### src/rtl/rbus_arbiter_pkg.sv
// rbus_arbiter_pkg: shared state encodings and bus-width defaults for the rbus arbiter.
// Revision 1.0
`default_nettype none

package rbus_arbiter_pkg;

  localparam int MEM_BUS_W = 32;
  localparam int REG_BUS_W = 32;

  typedef enum logic [1:0] {
    ARB_IDLE = 2'd0,
    ARB_OWN0 = 2'd1,
    ARB_OWN1 = 2'd2
  } arb_state_e;

  // A one-deep burst still needs a 1-bit counter.
  function automatic int cnt_width(input int n);
    return (n > 1) ? $clog2(n) : 1;
  endfunction

endpackage

`default_nettype wire

### src/rtl/rbus_arbiter.sv
// rbus_arbiter: registered-grant round-robin arbiter for two rbus masters with burst cap and lock.
// Revision 1.0
`default_nettype none

module rbus_arbiter
  import rbus_arbiter_pkg::*;
#(
  parameter int AW        = MEM_BUS_W,
  parameter int DW        = REG_BUS_W,
  parameter int MAX_BURST = 8
) (
  input  logic          clk_i,
  input  logic          rst_i,
  input  logic          m0_req_i,
  input  logic [AW-1:0] m0_addr_i,
  input  logic [DW-1:0] m0_wdata_i,
  input  logic          m0_we_i,
  input  logic          m0_lock_i,
  output logic          m0_gnt_o,
  output logic [DW-1:0] m0_rdata_o,
  input  logic          m1_req_i,
  input  logic [AW-1:0] m1_addr_i,
  input  logic [DW-1:0] m1_wdata_i,
  input  logic          m1_we_i,
  input  logic          m1_lock_i,
  output logic          m1_gnt_o,
  output logic [DW-1:0] m1_rdata_o,
  output logic [AW-1:0] bus_addr_o,
  output logic [DW-1:0] bus_wdata_o,
  output logic          bus_we_o,
  input  logic [DW-1:0] bus_rdata_i
);

  localparam int            CW      = cnt_width(MAX_BURST);
  localparam logic [CW-1:0] CNT_MAX = CW'(MAX_BURST - 1);

  arb_state_e    state, state_nxt;
  logic          rr_last, rr_last_nxt;
  logic [CW-1:0] burst_cnt, burst_cnt_nxt;

  logic       owner1;
  logic       own_req;
  logic       own_lock;
  logic       other_req;
  arb_state_e other_state;

  // Owner-relative views so both OWN states share one set of leave rules.
  assign owner1      = (state == ARB_OWN1);
  assign own_req     = owner1 ? m1_req_i  : m0_req_i;
  assign own_lock    = owner1 ? m1_lock_i : m0_lock_i;
  assign other_req   = owner1 ? m0_req_i  : m1_req_i;
  assign other_state = owner1 ? ARB_OWN0  : ARB_OWN1;

  always_ff @(posedge clk_i or negedge rst_i) begin
    if (!rst_i) begin
      state     <= ARB_IDLE;
      rr_last   <= 1'b1;
      burst_cnt <= '0;
    end else begin
      state     <= state_nxt;
      rr_last   <= rr_last_nxt;
      burst_cnt <= burst_cnt_nxt;
    end
  end

  always_comb begin
    state_nxt     = state;
    rr_last_nxt   = rr_last;
    burst_cnt_nxt = burst_cnt;
    case (state)
      ARB_IDLE: begin
        burst_cnt_nxt = '0;
        if (m0_req_i && m1_req_i) begin
          state_nxt = rr_last ? ARB_OWN0 : ARB_OWN1;
        end else if (m0_req_i) begin
          state_nxt = ARB_OWN0;
        end else if (m1_req_i) begin
          state_nxt = ARB_OWN1;
        end
      end
      ARB_OWN0, ARB_OWN1: begin
        if (!own_req) begin
          state_nxt     = other_req ? other_state : ARB_IDLE;
          rr_last_nxt   = owner1;
          burst_cnt_nxt = '0;
        end else if ((burst_cnt == CNT_MAX) && other_req && !own_lock) begin
          state_nxt     = other_state;
          rr_last_nxt   = owner1;
          burst_cnt_nxt = '0;
        end else if (burst_cnt != CNT_MAX) begin
          // Saturates under lock so the cap fires as soon as the lock drops.
          burst_cnt_nxt = burst_cnt + 1'b1;
        end
      end
      default: begin
        state_nxt     = ARB_IDLE;
        burst_cnt_nxt = '0;
      end
    endcase
  end

  always_comb begin
    m0_gnt_o    = 1'b0;
    m1_gnt_o    = 1'b0;
    m0_rdata_o  = '0;
    m1_rdata_o  = '0;
    bus_addr_o  = '0;
    bus_wdata_o = '0;
    bus_we_o    = 1'b0;
    case (state)
      ARB_OWN0: begin
        m0_gnt_o    = 1'b1;
        bus_addr_o  = m0_addr_i;
        bus_wdata_o = m0_wdata_i;
        bus_we_o    = m0_we_i & m0_req_i;
        m0_rdata_o  = m0_req_i ? bus_rdata_i : '0;
      end
      ARB_OWN1: begin
        m1_gnt_o    = 1'b1;
        bus_addr_o  = m1_addr_i;
        bus_wdata_o = m1_wdata_i;
        bus_we_o    = m1_we_i & m1_req_i;
        m1_rdata_o  = m1_req_i ? bus_rdata_i : '0;
      end
      default: ;
    endcase
  end

endmodule

`default_nettype wire

### config.mk
export PLATFORM = sky130hd
export DESIGN_NAME = rbus_arbiter
export DESIGN_NICKNAME = d
export VERILOG_FILES = /design/src/rtl/rbus_arbiter_pkg.sv /design/src/rtl/rbus_arbiter.sv
export SDC_FILE = /design/constraint.sdc
export NUM_CORES = 1
export LEC_CHECK = 0
export BUFFER_PORTS_ARGS = -buffer_cell sky130_fd_sc_hd__clkbuf_2
export CAP_MARGIN = 15
export CORE_AREA = 2 2 118 120
export CTS_BUF_LIST = sky130_fd_sc_hd__clkbuf_8
export CTS_CLUSTER_SIZE = 14
export DETAILED_ROUTE_END_ITERATION = 10
export DIE_AREA = 0 0 120 122
export HOLD_SLACK_MARGIN = 0.06
export PLACE_DENSITY = 0.51
export SLEW_MARGIN = 25
export SYNTH_ARGS = -nofsm -noshare
export SYNTH_HDL_FRONTEND = slang
export SYNTH_SLANG_ARGS = --single-unit
### constraint.sdc
create_clock -name clk_i -period 2.3 [get_ports clk_i]
set_input_delay 0.23 -clock clk_i [delete_from_list [all_inputs] [get_ports clk_i]]
set_output_delay 0.23 -clock clk_i [all_outputs]
set_load 0.01 [all_outputs]
* Word-level counts from Yosys, hierarchy flattened
Cells that the tools add are included.
W data, S select, Z words.
** Storage, ports and cells
- Bits in registers :: 6
- Output and inout bits :: 131
** Operators by class
- Bitwise gates (word level) :: 2
- Add/subtract/negate cells :: 1
- Reductions and logical operators :: 8
- Mux-type cells :: 27
- Equality and inequality tests :: 8
** Operators by type and width (count)
- $mux W32 :: 4
- $pmux W32 S2 :: 2
- $mux W2 :: 8
- $mux W3 :: 4
- $ne A4 B4 Y1 const B :: 2
- $mux W1 :: 7
- $ne A3 B3 Y1 const B :: 2
- $pmux W2 S2 :: 1
- $reduce_and A2 Y1 :: 2
- $add A3 B1 Y3 const B :: 1
- $eq A3 B3 Y1 const B :: 1
- $logic_and A1 B1 Y1 :: 3
- $and A1 B1 Y1 :: 2
- $eq A2 B1 Y1 const B :: 1
- $eq A2 B2 Y1 const B :: 1
- $logic_not A2 Y1 :: 1
- $ne A2 B1 Y1 const B :: 1
- $pmux W1 S2 :: 1
- $reduce_or A2 Y1 :: 1
- $logic_not A1 Y1 :: 1

* Depth between registers and ports, before layout
Gate-level depths: netlist of the first run.
- Depth after elaboration :: 7
- Depth in mapped cells :: 7
- Gate-level depth less buffers :: 6

* Least setup slack after synthesis of the first run
OpenSTA, ideal clock, no wires.
- Path type :: reg2reg
- From :: register state[0]
- To :: register state[1]
- Clock period less this slack :: 2.111 ns
- Required time :: 2.175 ns
- Slack :: 0.189 ns
- Stages on the path, launching flop included :: 8
- Path buffers :: 1
- Arrival :: 1.986 ns
- Cells stage by stage :: dfrtp_1 -> inv_1 -> ha_1 -> buf_6 -> and4b_4 -> or4b_4 -> o31a_4 -> mux2_4
** Between the ends
- Cells in the longest elaborated chain, start to end :: 6
- Elaborated cells on any way between the ends :: 18
- Those cells by class :: 4 x eq/ne; 8 x mux; 6 x reduce/logical
** Ends and longest elaborated chain
- start: declaration :: RTL line rbus_arbiter.sv:37 : arb_state_e state, state_nxt;
- start signal: assignment :: RTL line rbus_arbiter.sv:60 : state <= state_nxt;
- $eq A2 B2 Y1 :: RTL line rbus_arbiter.sv:48, rbus_arbiter.sv:70
- $mux W1 (on tied branches) :: RTL line rbus_arbiter.sv:51, rbus_arbiter.sv:50
- $logic_and A1 B1 Y1 / $logic_not A1 Y1 (equally long branches) :: RTL line rbus_arbiter.sv:86 : end else if ((burst_cnt == CNT_MAX) && other_req && !own_lock) begin
- $logic_and A1 B1 Y1 :: RTL line rbus_arbiter.sv:86
- $ne A3 B3 Y1 (no source line)
- $reduce_and A2 Y1 (no source line)
Several ways; a longest one is shown, not always the timed one. The select of a mux whose other input is x is not followed.
A chain may end at the register's enable or synchronous reset.

* Worst setup path after layout of the first run
- From :: register burst_cnt[0]
- To :: register state[1]
** Between the ends
- Cells in the longest elaborated chain, start to end :: 5
** Ends and longest elaborated chain
- start: declaration :: RTL line rbus_arbiter.sv:39 : logic [CW-1:0] burst_cnt, burst_cnt_nxt;
- start signal: assignment :: RTL line rbus_arbiter.sv:62 : burst_cnt <= burst_cnt_nxt;
- $eq A3 B3 Y1 :: RTL line rbus_arbiter.sv:86
- $logic_and A1 B1 Y1 (2 in series) :: RTL line rbus_arbiter.sv:86
- $ne A3 B3 Y1 (no source line)
- $reduce_and A2 Y1 (no source line)
Every way passes these cells.

==> summary.md, run 1 <==
| Metric | Value |
|---|---|
| Hold-fix buffers at CTS | 1 |
| Register clock-pin slew on the reported worst setup and hold paths | 40 ps |
| Kind of path behind the tightest hold check | in2async |
| Startpoint types | flop |
| Startpoint of the lowest-slack register-to-register path | burst_cnt[0]$_DFFE_PN0P_ |
| Most used cell, CP | ha_1 |
| Number of buffers inserted by post-CTS setup repair | 0 |
| Via count normalized by instance count | 4.22 |
| Antenna violations before repair | 0 |
| Max-cap check violation count | 0 |
| Utilization of the core after routing | 26.9% |
| Buffer cell driving the clock tree root | clkbuf_8 |
| Area growth from synthesis to layout | 89.7% |
| Worst rel slew slack | 71.8% |
| Post-synthesis instance area | 0.00192 mm² |
| Standard cell with the maximum stage delay on the critical path | or4b_4 |
| Starting density of the core | 14.2% |
| Clock Skews | 3.80 ps |
| Remaining global-route overflow | 0 |
| Ranking of synthesized cells by area | a22oi_1 25%, nor2b_1 22%, and3_1 21% |
| Worst EP arrival | 2240 ps |
| Iter 0 DRT Violations | 159 |
| DRT Wirelength | 9350 µm |
| Number of cells produced by synthesis | 275 |
| Measured slew at the worst slew-check pin | 418 ps |
| Critical Path Max Stage Delay | 550 ps |
| Share of synthesized flip-flops with an asynchronous set or reset | 100% |
| Post-placement cell count | 723 |
| Cells resized by post-CTS repair | 0 |
| Kind of end point of the critical path | flop |
| Drc violations | 0 |
| Summed negative setup slack over all endpoints | 0 ps |
| Insertion delay to the later sink of the worst-skew pair | 220 ps |
| Crit path required time | 2400 ps |
| WP depth | 6 |
| Max IR drop VDD | 0.477 mV |
| Clock tree from TritonCTS | done |
| Final worst path period share | 93.3% |
| Wire length of the first global-routing pass | 13400 µm |
| Largest net degree at the start of global routing | 100 |
| Average cell area after synthesis | 6.97 µm² |
| Count of flip-flops with a built-in enable after synthesis | 0 |
| Vias after detailed routing | 3070 |
| Library cell occupying the most area in the post-synthesis netlist | a22oi_1 |
| Remaining antenna violation count after routing | 0 |
| Core Area | 0.0135 mm² |
| Critical path startpoint | burst_cnt[0]$_DFFE_PN0P_ |
| Post-synth net total | 450 |
| Net count reported at finish | 724 |
| Leakage power total | 2.19 nW |
| Number of global-route vias before repair | 2595 |
| Yosys warning count | 0 |
| Timing-limited maximum frequency | 0.466 GHz |
| Area share of the largest cell type after synthesis | 25.0% |
| Final number of max-transition violations | 0 |
| Overall Global Routing Usage | 10.9% |
| Port Buffer Count | 298 |
| Die X-Extent | 120 µm |
| Number of clock sinks | 6 |
| Count of buffer and inverter cells on the critical path | 0 |
| Vert. Die Dim | 122 µm |
| Most frequently used cell type in the post-synthesis netlist | nor2b_1 |
| Synth top cells by count | 67 x nor2b_1, 64 x a22oi_1, 64 x and3_1 |
| Post-synthesis sequential area ratio | 7.89% |
| TritonCTS buffer count | 3 |
| Number of detailed-route iterations in the first pass | 4 |
| Flop and latch count out of synthesis | 6 |
| Layout cells sized above 1 | 57.8% |
| Layout Cells excl Fill | 728 |
| Outcome | finished, final reports clean |
| Avg WL per Cell | 12.8 µm |
| Post-DP HPWL | 7340 µm |
| Count of standard-cell rows | 43 |
| Commonest register cell after synthesis | dfrtp_1 |
| RSZ-0062 raised after global routing | no |
| Final hold vios | 0 |
| Crit Path Max Fanout | 5 |
| Class of the most critical setup path | reg2reg |
| Depth of the most critical reg-to-reg path | 6 |
| Worst-path cell chain | ha_1 -> ha_1 -> and4b_4 -> or4b_4 -> o31a_4 -> mux2_4 |
| Count of final setup violators | 0 |
| Weighted congestion at the end of routability-driven global placement | 0.765 |
| Final worst path period need | 2150 ps |
| Cell area power density | 903 mW/mm² |
| Total Die Area | 0.0146 mm² |
| Delay-heaviest family, CP | simple AND/OR/NAND/NOR gates |
| CTS max path bufs | 2 |
| Number of levels the H-tree was split into | 1 |
| Number of library cell types mapped by synthesis | 29 |
| IO Pins | 299 |
| Antenna diode count | 0 |
[cell type report]
class / instances / area [µm²]
Tap cell: 180 / 225
Clock buffer: 3 / 41.3
Timing Repair Buffer: 306 / 1590
Multi-Input combinational cell: 228 / 1610
Clock inverter: 1 / 3.75
Fill cell: 1505 / 9870
Inverter: 4 / 15.0
Sequential cell: 6 / 151
[through the flow]
step	total power, mW	worst slack (ps)	cell area, µm²	hold slack [ps]
6_report	3.29	154	3640	364
2_1_floorplan	2.09	189	1920	-65.6
5_1_grt	3.60	72.6	3640	373
3_3_place_gp	3.18	179	3580	65.1
3_5_place_dp	3.15	164	3580	65.7
4_1_cts	3.33	147	3640	364
[power by group]
part	internal (mW)	switching, mW
logic	1.37	1.58
registers	0.148	0.0297
clock network	0.114	0.0431
total	1.63	1.65
[kinds of logic (layout without fill, tap and decap cells)]
group	after synthesis	after routing	share of synthesized area, %
AND/OR/NAND/NOR	142	142	47.0
AO/OA/AOI/OAI	72	72	28.2
buffers and inverters	41	314	8.41
adder cells (fa/ha/maj)	7	7	4.57
multiplexers	6	6	3.46
flip-flops	6	6	7.89
XOR/XNOR	1	1	0.457
[layout by cell type (no fill, tap or decap), types with 2 or more instances in the layout]
| cell type | instances |
|---|---|
| inv_1 | 5 |
| nor2_1 | 2 |
| ha_1 | 5 |
| clkbuf_8 | 3 |
| nand3_1 | 2 |
| a22oi_1 | 64 |
| o21ai_0 | 2 |
| ha_2 | 2 |
| mux2i_1 | 4 |
| a21oi_1 | 2 |
| buf_4 | 4 |
| nor2b_1 | 67 |
| clkbuf_2 | 298 |
| buf_12 | 3 |
| and3_1 | 64 |
| dfrtp_1 | 5 |
[worst paths after layout]
kind / endpoint / slack, ps
min reg2reg: burst_cnt[2]$_DFFE_PN0P_ / 530
max: state[1]$_DFFE_PN0P_ / 150
max in group asynchronous: rr_last$_DFFE_PN1P_ / 1710
max reg2reg: state[1]$_DFFE_PN0P_ / 150
min: burst_cnt[2]$_DFFE_PN0P_ / 360
min in group clk_i: burst_cnt[1]$_DFFE_PN0P_ / 490
[flip-flops by register name, summed over array words and instances (netlist names)]
| register | flops |
|---|---|
| burst_cnt | 3 |
| state | 2 |
| rr_last | 1 |
[layer usage]
| metal | routed length, µm | vias to the layer above | GRT usage (%) |
|---|---|---|---|
| li1 | - | 1558 | - |
| met1 | 3880 | 1387 | 14.2 |
| met2 | 4830 | 123 | 19.6 |
| met3 | 617 | 2 | 1.45 |
| met4 | 19 | 0 | 1.32 |
| met5 | 0 | - | 0 |
Note: power is estimated with default switching activity, not from simulation.
==> run 2, diff against run 1 <==
--- a/config.mk
+++ b/config.mk
@@ -5,13 +5,14 @@
 export SDC_FILE = /design/constraint.sdc
 export NUM_CORES = 1
 export LEC_CHECK = 0
+export ABC_AREA = 1
 export BUFFER_PORTS_ARGS = -buffer_cell sky130_fd_sc_hd__clkbuf_2
 export CAP_MARGIN = 15
-export CORE_AREA = 2 2 118 120
+export CORE_AREA = 2 2 116 118
 export CTS_BUF_LIST = sky130_fd_sc_hd__clkbuf_8
 export CTS_CLUSTER_SIZE = 14
 export DETAILED_ROUTE_END_ITERATION = 10
-export DIE_AREA = 0 0 120 122
+export DIE_AREA = 0 0 118 120
 export HOLD_SLACK_MARGIN = 0.06
 export PLACE_DENSITY = 0.51
 export SLEW_MARGIN = 25
==> run 2 against run 1 <==
Against the previous run:
- fmax rose by 6.2%
- via count rose by 7.2%
- sequential share of layout area rose by 0.11 points
- first-iteration DRC count rose by 8.8%
- clock-buffer cell count did not move
- synthesized cell count rose by 41%
- combinational power fell by 13%
- utilization rose by 0.35 points
- cell count rose by 16%
- power fell by 12%
- critical path depth did not move
- clock skew rose by 0.69 ps
- largest cell class is now non-clock buffers
==> summary.md, run 2 <==
| Metric | Value |
|---|---|
| IO Pins | 299 (unchanged) |
| Commonest register cell after synthesis | dfrtp_1 |
| Post-synthesis instance area | 0.00182 mm² (-5.2%) |
| Clock tree from TritonCTS | done |
| Library cell occupying the most area in the post-synthesis netlist | nand2_1 |
| Largest net degree at the start of global routing | 65 (-35%) |
| TritonCTS buffer count | 3 (unchanged) |
| Kind of end point of the critical path | primary output |
| Area share of the largest cell type after synthesis | 31.8% (+6.7 points) |
| Average cell area after synthesis | 4.67 µm² (-33%) |
| Largest register by flop count | burst_cnt |
| Number of buffers inserted by post-CTS setup repair | 0 (unchanged) |
| Leading cell types in the layout, fill and taps excluded | 298 x clkbuf_2, 154 x nand2_1, 69 x a21oi_1 |
| Timing-limited maximum frequency | 0.495 GHz (+6.2%) |
| DR top layer | met4 |
| Starting density of the core | 14.0% (-0.20 points) |
| Buffer cell driving the clock tree root | clkbuf_8 |
| Number of detailed-route iterations in the first pass | 4 (unchanged) |
| Crit path required time | 2070 ps (-330 ps) |
| Remaining antenna violation count after routing | 0 (unchanged) |
| Core Area | 0.0130 mm² (-3.9%) |
| Measured slew at the worst slew-check pin | 350 ps (-67.5 ps) |
| Final number of max-transition violations | 0 (unchanged) |
| Wire length on met3 | 622 µm (+0.81%) |
| Antenna diode count | 0 (unchanged) |
| RSZ-0062 raised after global routing | no |
| Wire length of the first global-routing pass | 14400 µm (+7.9%) |
| Die X-Extent | 118 µm (-1.7%) |
| Number of global-route vias before repair | 2888 (+11%) |
| Area growth from synthesis to layout | 94.8% |
| Most frequently used cell type in the post-synthesis netlist | nand2_1 |
| Layout Cells excl Fill | 848 (+16%) |
| Ranking of synthesized cells by area | nand2_1 32%, a21oi_1 19%, nor2_1 14% |
| Metal-1 WL | 4110 µm (+6.0%) |
| Avg WL per Cell | 11.5 µm (-11%) |
| Pre-CTS WS | 508 ps (+344 ps) |
| Synth top cells by count | 154 x nand2_1, 69 x a21oi_1, 67 x nor2_1 |
| Overall Global Routing Usage | 12.3% (+1.4 points) |
| DRT Wirelength | 9740 µm (+4.2%) |
| Post-DP HPWL | 8070 µm (+9.9%) |
| Delay-heaviest family, CP | buffers and inverters |
| Number of levels the H-tree was split into | 1 (unchanged) |
| Clock Skews | 4.49 ps (+0.690 ps) |
| Worst-path cell chain | inv_1 -> ha_1 -> inv_2 -> buf_12 -> a21oi_1 -> clkbuf_2 |
| Drc violations | 0 (unchanged) |
| Worst rel slew slack | 76.7% (+4.9 points) |
| Summed negative setup slack over all endpoints | 0 ps (unchanged) |
| Weighted congestion at the end of routability-driven global placement | 0.766 (+0.10%) |
| Count of buffer and inverter cells on the critical path | 4 (+4) |
| Critical Path Max Stage Delay | 410 ps (-140 ps) |
| Port Buffer Count | 298 (unchanged) |
| Insertion delay to the later sink of the worst-skew pair | 220 ps (about the same) |
| Cells resized by post-CTS repair | 0 (unchanged) |
| Post-synthesis sequential area ratio | 8.33% (+0.43 points) |
| Final hold vios | 0 (unchanged) |
| Leakage power total | 2.19 nW (-0.33%) |
| Smallest hold slack | 368 ps (+3.74 ps) |
| Number of library cell types mapped by synthesis | 19 (-34%) |
| Outcome | finished, final reports clean |
| Number of clock sinks | 6 (unchanged) |
| Post-placement cell count | 843 (+17%) |
| Standard cell with the maximum stage delay on the critical path | dfrtp_1 |
| Count of flip-flops with a built-in enable after synthesis | 0 (unchanged) |
| Count of filler cells inserted in the layout | 1519 (+0.93%) |
| Worst setup slack after layout | 279 ps (+125 ps) |
| Count of standard-cell rows | 42 (-2.3%) |
| Total chip power | 2.90 mW (-12%) |
| Flop and latch count out of synthesis | 6 (unchanged) |
| Class of the most critical setup path | reg2out |
| Startpoint types | flop |
| Iter 0 DRT Violations | 173 (+8.8%) |
| Routed length on met2 | 4900 µm (+1.4%) |
| Count of final setup violators | 0 (unchanged) |
| Via count normalized by instance count | 3.88 (-8.0%) |
| Max-cap check violation count | 0 (unchanged) |
| Worst EP arrival | 1790 ps (-450 ps) |
| Register clock-pin slew on the reported worst setup and hold paths | 40 ps (about the same) |
| Number of flip-flops in the largest register | 3 (unchanged) |
| Final worst path period need | 2020 ps (-125 ps) |
| Total Die Area | 0.0142 mm² (-3.3%) |
| Number of cells produced by synthesis | 389 (+41%) |
| Leading cell type in the layout, fill and taps excluded | clkbuf_2 |
| Crit Path Max Fanout | 51 (+46) |
| Final worst path period share | 87.9% (-5.4 points) |
| Cell area power density | 818 mW/mm² (-9.5%) |
| Max IR drop VDD | 0.513 mV (+7.7%) |
| Share of synthesized flip-flops with an asynchronous set or reset | 100% (unchanged) |
| Post-synth net total | 564 (+25%) |
| Vert. Die Dim | 120 µm (-1.6%) |
| Vias after detailed routing | 3291 (+7.2%) |
| CTS max path bufs | 2 (unchanged) |
| Yosys warning count | 0 (unchanged) |
| Largest registers in the final layout | burst_cnt: 3 flops, state: 2 flops, rr_last: 1 flops |
| Layout cells sized above 1 | 47.3% (-11 points) |
| Kind of path behind the tightest hold check | in2async |
| Net count reported at finish | 848 (+17%) |
| Antenna violations before repair | 0 (unchanged) |
| Reg2Reg Setup Slack | 580 ps (+430 ps) |
| Remaining global-route overflow | 0 (unchanged) |
## run 2: cell families (layout without fill, tap and decap cells)
kind of cell	count (synthesis)	count (layout)	share of synthesized area (%)
AND/OR/NAND/NOR	233	233	49.6
AO/OA/AOI/OAI	72	72	20.3
buffers and inverters	70	353	16.4
XOR/XNOR	1	1	0.482
flip-flops	6	6	8.33
adder cells (fa/ha/maj)	7	7	4.82
## run 2: metal layers
metal | GRT usage [%] | vias to the layer above
met5 | 0 | -
met4 | 2.71 | 0
met3 | 1.57 | 9
met2 | 21.6 | 145
met1 | 16.0 | 1387
li1 | - | 1750
## run 2: area by class of cell
type                    instances  area, µm²  share of cell area (%)
well taps                     176        220                    6.22
multi-input cells             313       1370                    38.7
flip-flops and latches          6        151                    4.27
repair buffers                306       1590                    44.9
clock buffers                   3       41.3                    1.17
clock inverters                 1       3.75                   0.106
inverters                      43        161                    4.56
## run 2: where the power goes
part	total (mW)	internal, mW	leakage, nW	switching [mW]
clock network	0.161	0.115	0.0269	0.0464
registers	0.174	0.144	0.0769	0.0291
logic	2.56	0.924	2.08	1.64
## run 2: per-stage QoR
stage / util [%] / instance area [µm²]
global route: 27.3 / 3540
global placement: 26.9 / 3490
CTS: 27.3 / 3540
detailed placement: 26.9 / 3490
finish: 27.3 / 3540
floorplan: - / 1820
## run 2: final timing paths
path / startpoint / endpoint / cells past startpoint
max reg2reg: state[1]$_DFFE_PN0P_ / state[0]$_DFFE_PN0P_ / 8
min in group clk_i: m1_lock_i / rr_last$_DFFE_PN1P_ / 6
max: state[1]$_DFFE_PN0P_ / bus_we_o / 6
max in group asynchronous: rst_i / rr_last$_DFFE_PN1P_ / 2
min reg2reg: rr_last$_DFFE_PN1P_ / rr_last$_DFFE_PN1P_ / 2
min: rst_i / burst_cnt[2]$_DFFE_PN0P_ / 2
## run 2: timing repair
item	in CTS	in global routing
hold buffers	1	0
hold endpoints to repair	6	0
setup endpoints to repair	0	0
==> run 3, diff against run 2 <==
--- a/config.mk
+++ b/config.mk
@@ -10,11 +10,10 @@
 export CAP_MARGIN = 15
 export CORE_AREA = 2 2 116 118
 export CTS_BUF_LIST = sky130_fd_sc_hd__clkbuf_8
-export CTS_CLUSTER_SIZE = 14
+export CTS_CLUSTER_SIZE = 25
 export DETAILED_ROUTE_END_ITERATION = 10
 export DIE_AREA = 0 0 118 120
 export HOLD_SLACK_MARGIN = 0.06
-export PLACE_DENSITY = 0.51
 export SLEW_MARGIN = 25
 export SYNTH_ARGS = -nofsm -noshare
 export SYNTH_HDL_FRONTEND = slang
==> run 3 against run 2 <==
Against the previous run:
- via count shrank 0.43%
- utilization rose by 0.19 points
- wire length fell by 6.6%
- first-iteration DRC count down 2.9%
- critical path depth did not move
- setup slack worse by 32 ps
- critical endpoint is now bus_addr_o[12]
- largest power group unchanged
- highest routed layer unchanged
==> summary.md, run 3 (same netlist as run 2, synthesis figures left out) <==
| Metric | Value |
|---|---|
| Outcome | finished, final reports clean |
| Leading cell types in the layout, fill and taps excluded | 298 x clkbuf_2, 154 x nand2_1, 69 x a21oi_1 |
| Largest registers in the final layout | burst_cnt: 3 flops, state: 2 flops, rr_last: 1 flops |
| Worst R2R End | state[1]$_DFFE_PN0P_ |
| Antenna violations before repair | 0 (unchanged) |
| Count of buffer and inverter cells on the critical path | 3 (-1) |
| Depth of the most critical reg-to-reg path | 9 (+1) |
| Share of total power in sequential cells | 5.9% (about the same) |
| Worst EP arrival | 1820 ps (+30 ps) |
| Worst-path cell chain | inv_1 -> ha_2 -> buf_4 -> nand2_1 -> a21oi_1 -> clkbuf_2 |
| Crit path required time | 2070 ps (about the same) |
| Total chip power | 2.90 mW (about the same) |
| Clock tree from TritonCTS | done |
| Startpoint of the lowest-slack register-to-register path | state[0]$_DFFE_PN0P_ |
| Area growth from synthesis to layout | 96.2% |
| Cell area power density | 812 mW/mm² (-0.70%) |
| Critical path startpoint | state[0]$_DFFE_PN0P_ |
| Share of power burned in combinational logic | 88.7% (+0.3 points) |
| Register clock-pin slew on the reported worst setup and hold paths | 40 ps (about the same) |
| Count of filler cells inserted in the layout | 1489 (-2.0%) |
| Largest net degree at the start of global routing | 45 (-31%) |
| Summed negative setup slack over all endpoints | 0 ps (unchanged) |
| Pre-CTS WS | 441 ps (-67.2 ps) |
| Cell area after placement | 0.00351 mm² (+0.72%) |
| IO Pins | 299 (unchanged) |
| Iter 0 DRT Violations | 168 (-2.9%) |
| Number of clock sinks | 6 (unchanged) |
| Clock Skews | 5.74 ps (+1.25 ps) |
| Insertion delay to the later sink of the worst-skew pair | 220 ps (about the same) |
| Remaining global-route overflow | 0 (unchanged) |
| Final hold vios | 0 (unchanged) |
| Kind of end point of the critical path | primary output |
| Weighted congestion at the end of routability-driven global placement | 0.764 (-0.34%) |
| Vias after detailed routing | 3277 (-0.43%) |
| Number of buffers inserted by post-CTS setup repair | 0 (unchanged) |
| Avg WL per Cell | 10.7 µm (-7.1%) |
| Wire length of the first global-routing pass | 13600 µm (-5.4%) |
| Internal power summed over all cells | 1.19 mW (+0.50%) |
| Fin area | 0.00357 mm² (+0.71%) |
| TritonCTS buffer count | 3 (unchanged) |
| Max-cap check violation count | 0 (unchanged) |
| Die X-Extent | 118 µm (unchanged) |
| Remaining antenna violation count after routing | 0 (unchanged) |
| RSZ-0062 raised after global routing | no |
| Worst rel slew slack | 62.9% (-14 points) |
| Number of detailed-route iterations in the first pass | 4 (unchanged) |
| Max IR drop VDD | 0.389 mV (-24%) |
| Final number of max-transition violations | 0 (unchanged) |
| Smallest hold slack | 365 ps (-3.01 ps) |
| Measured slew at the worst slew-check pin | 555 ps (+205 ps) |
| Core Area | 0.0130 mm² (unchanged) |
| WP depth | 6 (unchanged) |
| Switching pwr | 1.71 mW (-0.33%) |
| Count of final setup violators | 0 (unchanged) |
| Kind of path behind the tightest hold check | in2async |
| Critical Path Max Stage Delay | 400 ps (about the same) |
| Starting density of the core | 14.0% (unchanged) |
| CTS max path bufs | 2 (unchanged) |
| Multi-input gate area | 0.00137 mm² (unchanged) |
| Drc violations | 0 (unchanged) |
| Largest register by flop count | burst_cnt |
| Via count normalized by instance count | 3.84 (-1.0%) |
| Port Buffer Count | 298 (unchanged) |
| Class of the most critical setup path | reg2out |
| Layout cells sized above 1 | 47.7% (+0.39 points) |
| Clock share of power | 5.4% (-0.2 points) |
| Leading cell type in the layout, fill and taps excluded | clkbuf_2 |
| Total Die Area | 0.0142 mm² (unchanged) |
| Delay-heaviest family, CP | buffers and inverters |
| Buffer cell driving the clock tree root | clkbuf_8 |
| Worst setup slack after layout | 247 ps (-32.2 ps) |
| Post-DP HPWL | 7620 µm (-5.5%) |
| Net count reported at finish | 853 (+0.59%) |
| Crit Path Max Fanout | 44 (-14%) |
| Sequential cell area | 151 µm² (unchanged) |
| Standard cell with the maximum stage delay on the critical path | dfrtp_1 |
| Leakage power total | 2.21 nW (+0.86%) |
| Number of global-route vias before repair | 2792 (-3.3%) |
| DRT Wirelength | 9100 µm (-6.6%) |
| Overall Global Routing Usage | 11.4% (-0.90 points) |
| Final worst path period need | 2050 ps (+32.2 ps) |
| Antenna diode count | 0 (unchanged) |
| Number of levels the H-tree was split into | 1 (unchanged) |
| Vert. Die Dim | 120 µm (unchanged) |
| Startpoint types | flop |
| Count of standard-cell rows | 42 (unchanged) |
| Number of flip-flops in the largest register | 3 (unchanged) |
| Switching part of the total | 59.0% (-0.20 points) |
| Timing-limited maximum frequency | 0.487 GHz (-1.6%) |
| Reg2Reg Setup Slack | 470 ps (-110 ps) |
| Final worst path period share | 89.3% (+1.4 points) |
| Crit path to | bus_addr_o[12] |
==> run 3: changes by cell type in the layout (fill, tap and decap cells not counted), sizes merged <==
cell  delta
buf      +5
==> run 3: how the worst min path moves through the flow <==
stage,to,slack [ps],cells after the start
2_1_floorplan,burst_cnt[0]$_DFFE_PN0P_,-70,0
3_3_place_gp,burst_cnt[1]$_DFFE_PN0P_,70,1
3_5_place_dp,burst_cnt[1]$_DFFE_PN0P_,70,1
4_1_cts,burst_cnt[1]$_DFFE_PN0P_,370,2
5_1_grt,burst_cnt[0]$_DFFE_PN0P_,370,2
6_report,burst_cnt[1]$_DFFE_PN0P_,360,2
==> run 3: per-stage QoR <==
step | utilization (%) | instances
after detailed placement | 27.1 | 848
after floorplan | - | 389
after global placement | 27.1 | 848
after CTS | 27.5 | 853
final | 27.5 | 853
after global routing | 27.5 | 853
==> run 3: power by group through the flow <==
stage | sequential (mW) | combinational (mW) | clock (mW)
floorplan | 0.167 | 1.58 | 0
global placement | 0.172 | 2.60 | 0
detailed placement | 0.173 | 2.61 | 0
CTS | 0.171 | 2.62 | 0.162
global route | 0.177 | 2.86 | 0.171
finish | 0.171 | 2.57 | 0.157
==> run 3: area by class of cell <==
class	count	area share (%)
flip-flops and latches	6	4.24
multi-input cells	313	38.5
well taps	176	6.17
inverters	43	4.52
repair buffers	311	45.3
clock inverters	1	0.105
clock buffers	3	1.16
==> run 3: routing by layer <==
layer / vias up / global-route usage (%) / wire length [µm]
met5: - / 0 / 0
met3: 2 / 1.81 / 620
met4: 0 / 0.828 / 14
met2: 136 / 19.1 / 4440
met1: 1377 / 15.9 / 4020
li1: 1762 / - / -
==> run 3: what timing repair did <==
| item | 4_1_cts | 5_1_grt |
|---|---|---|
| resized for setup | 0 | 0 |
| endpoints found under the hold margin | 6 | 0 |
| hold buffers | 1 | 0 |
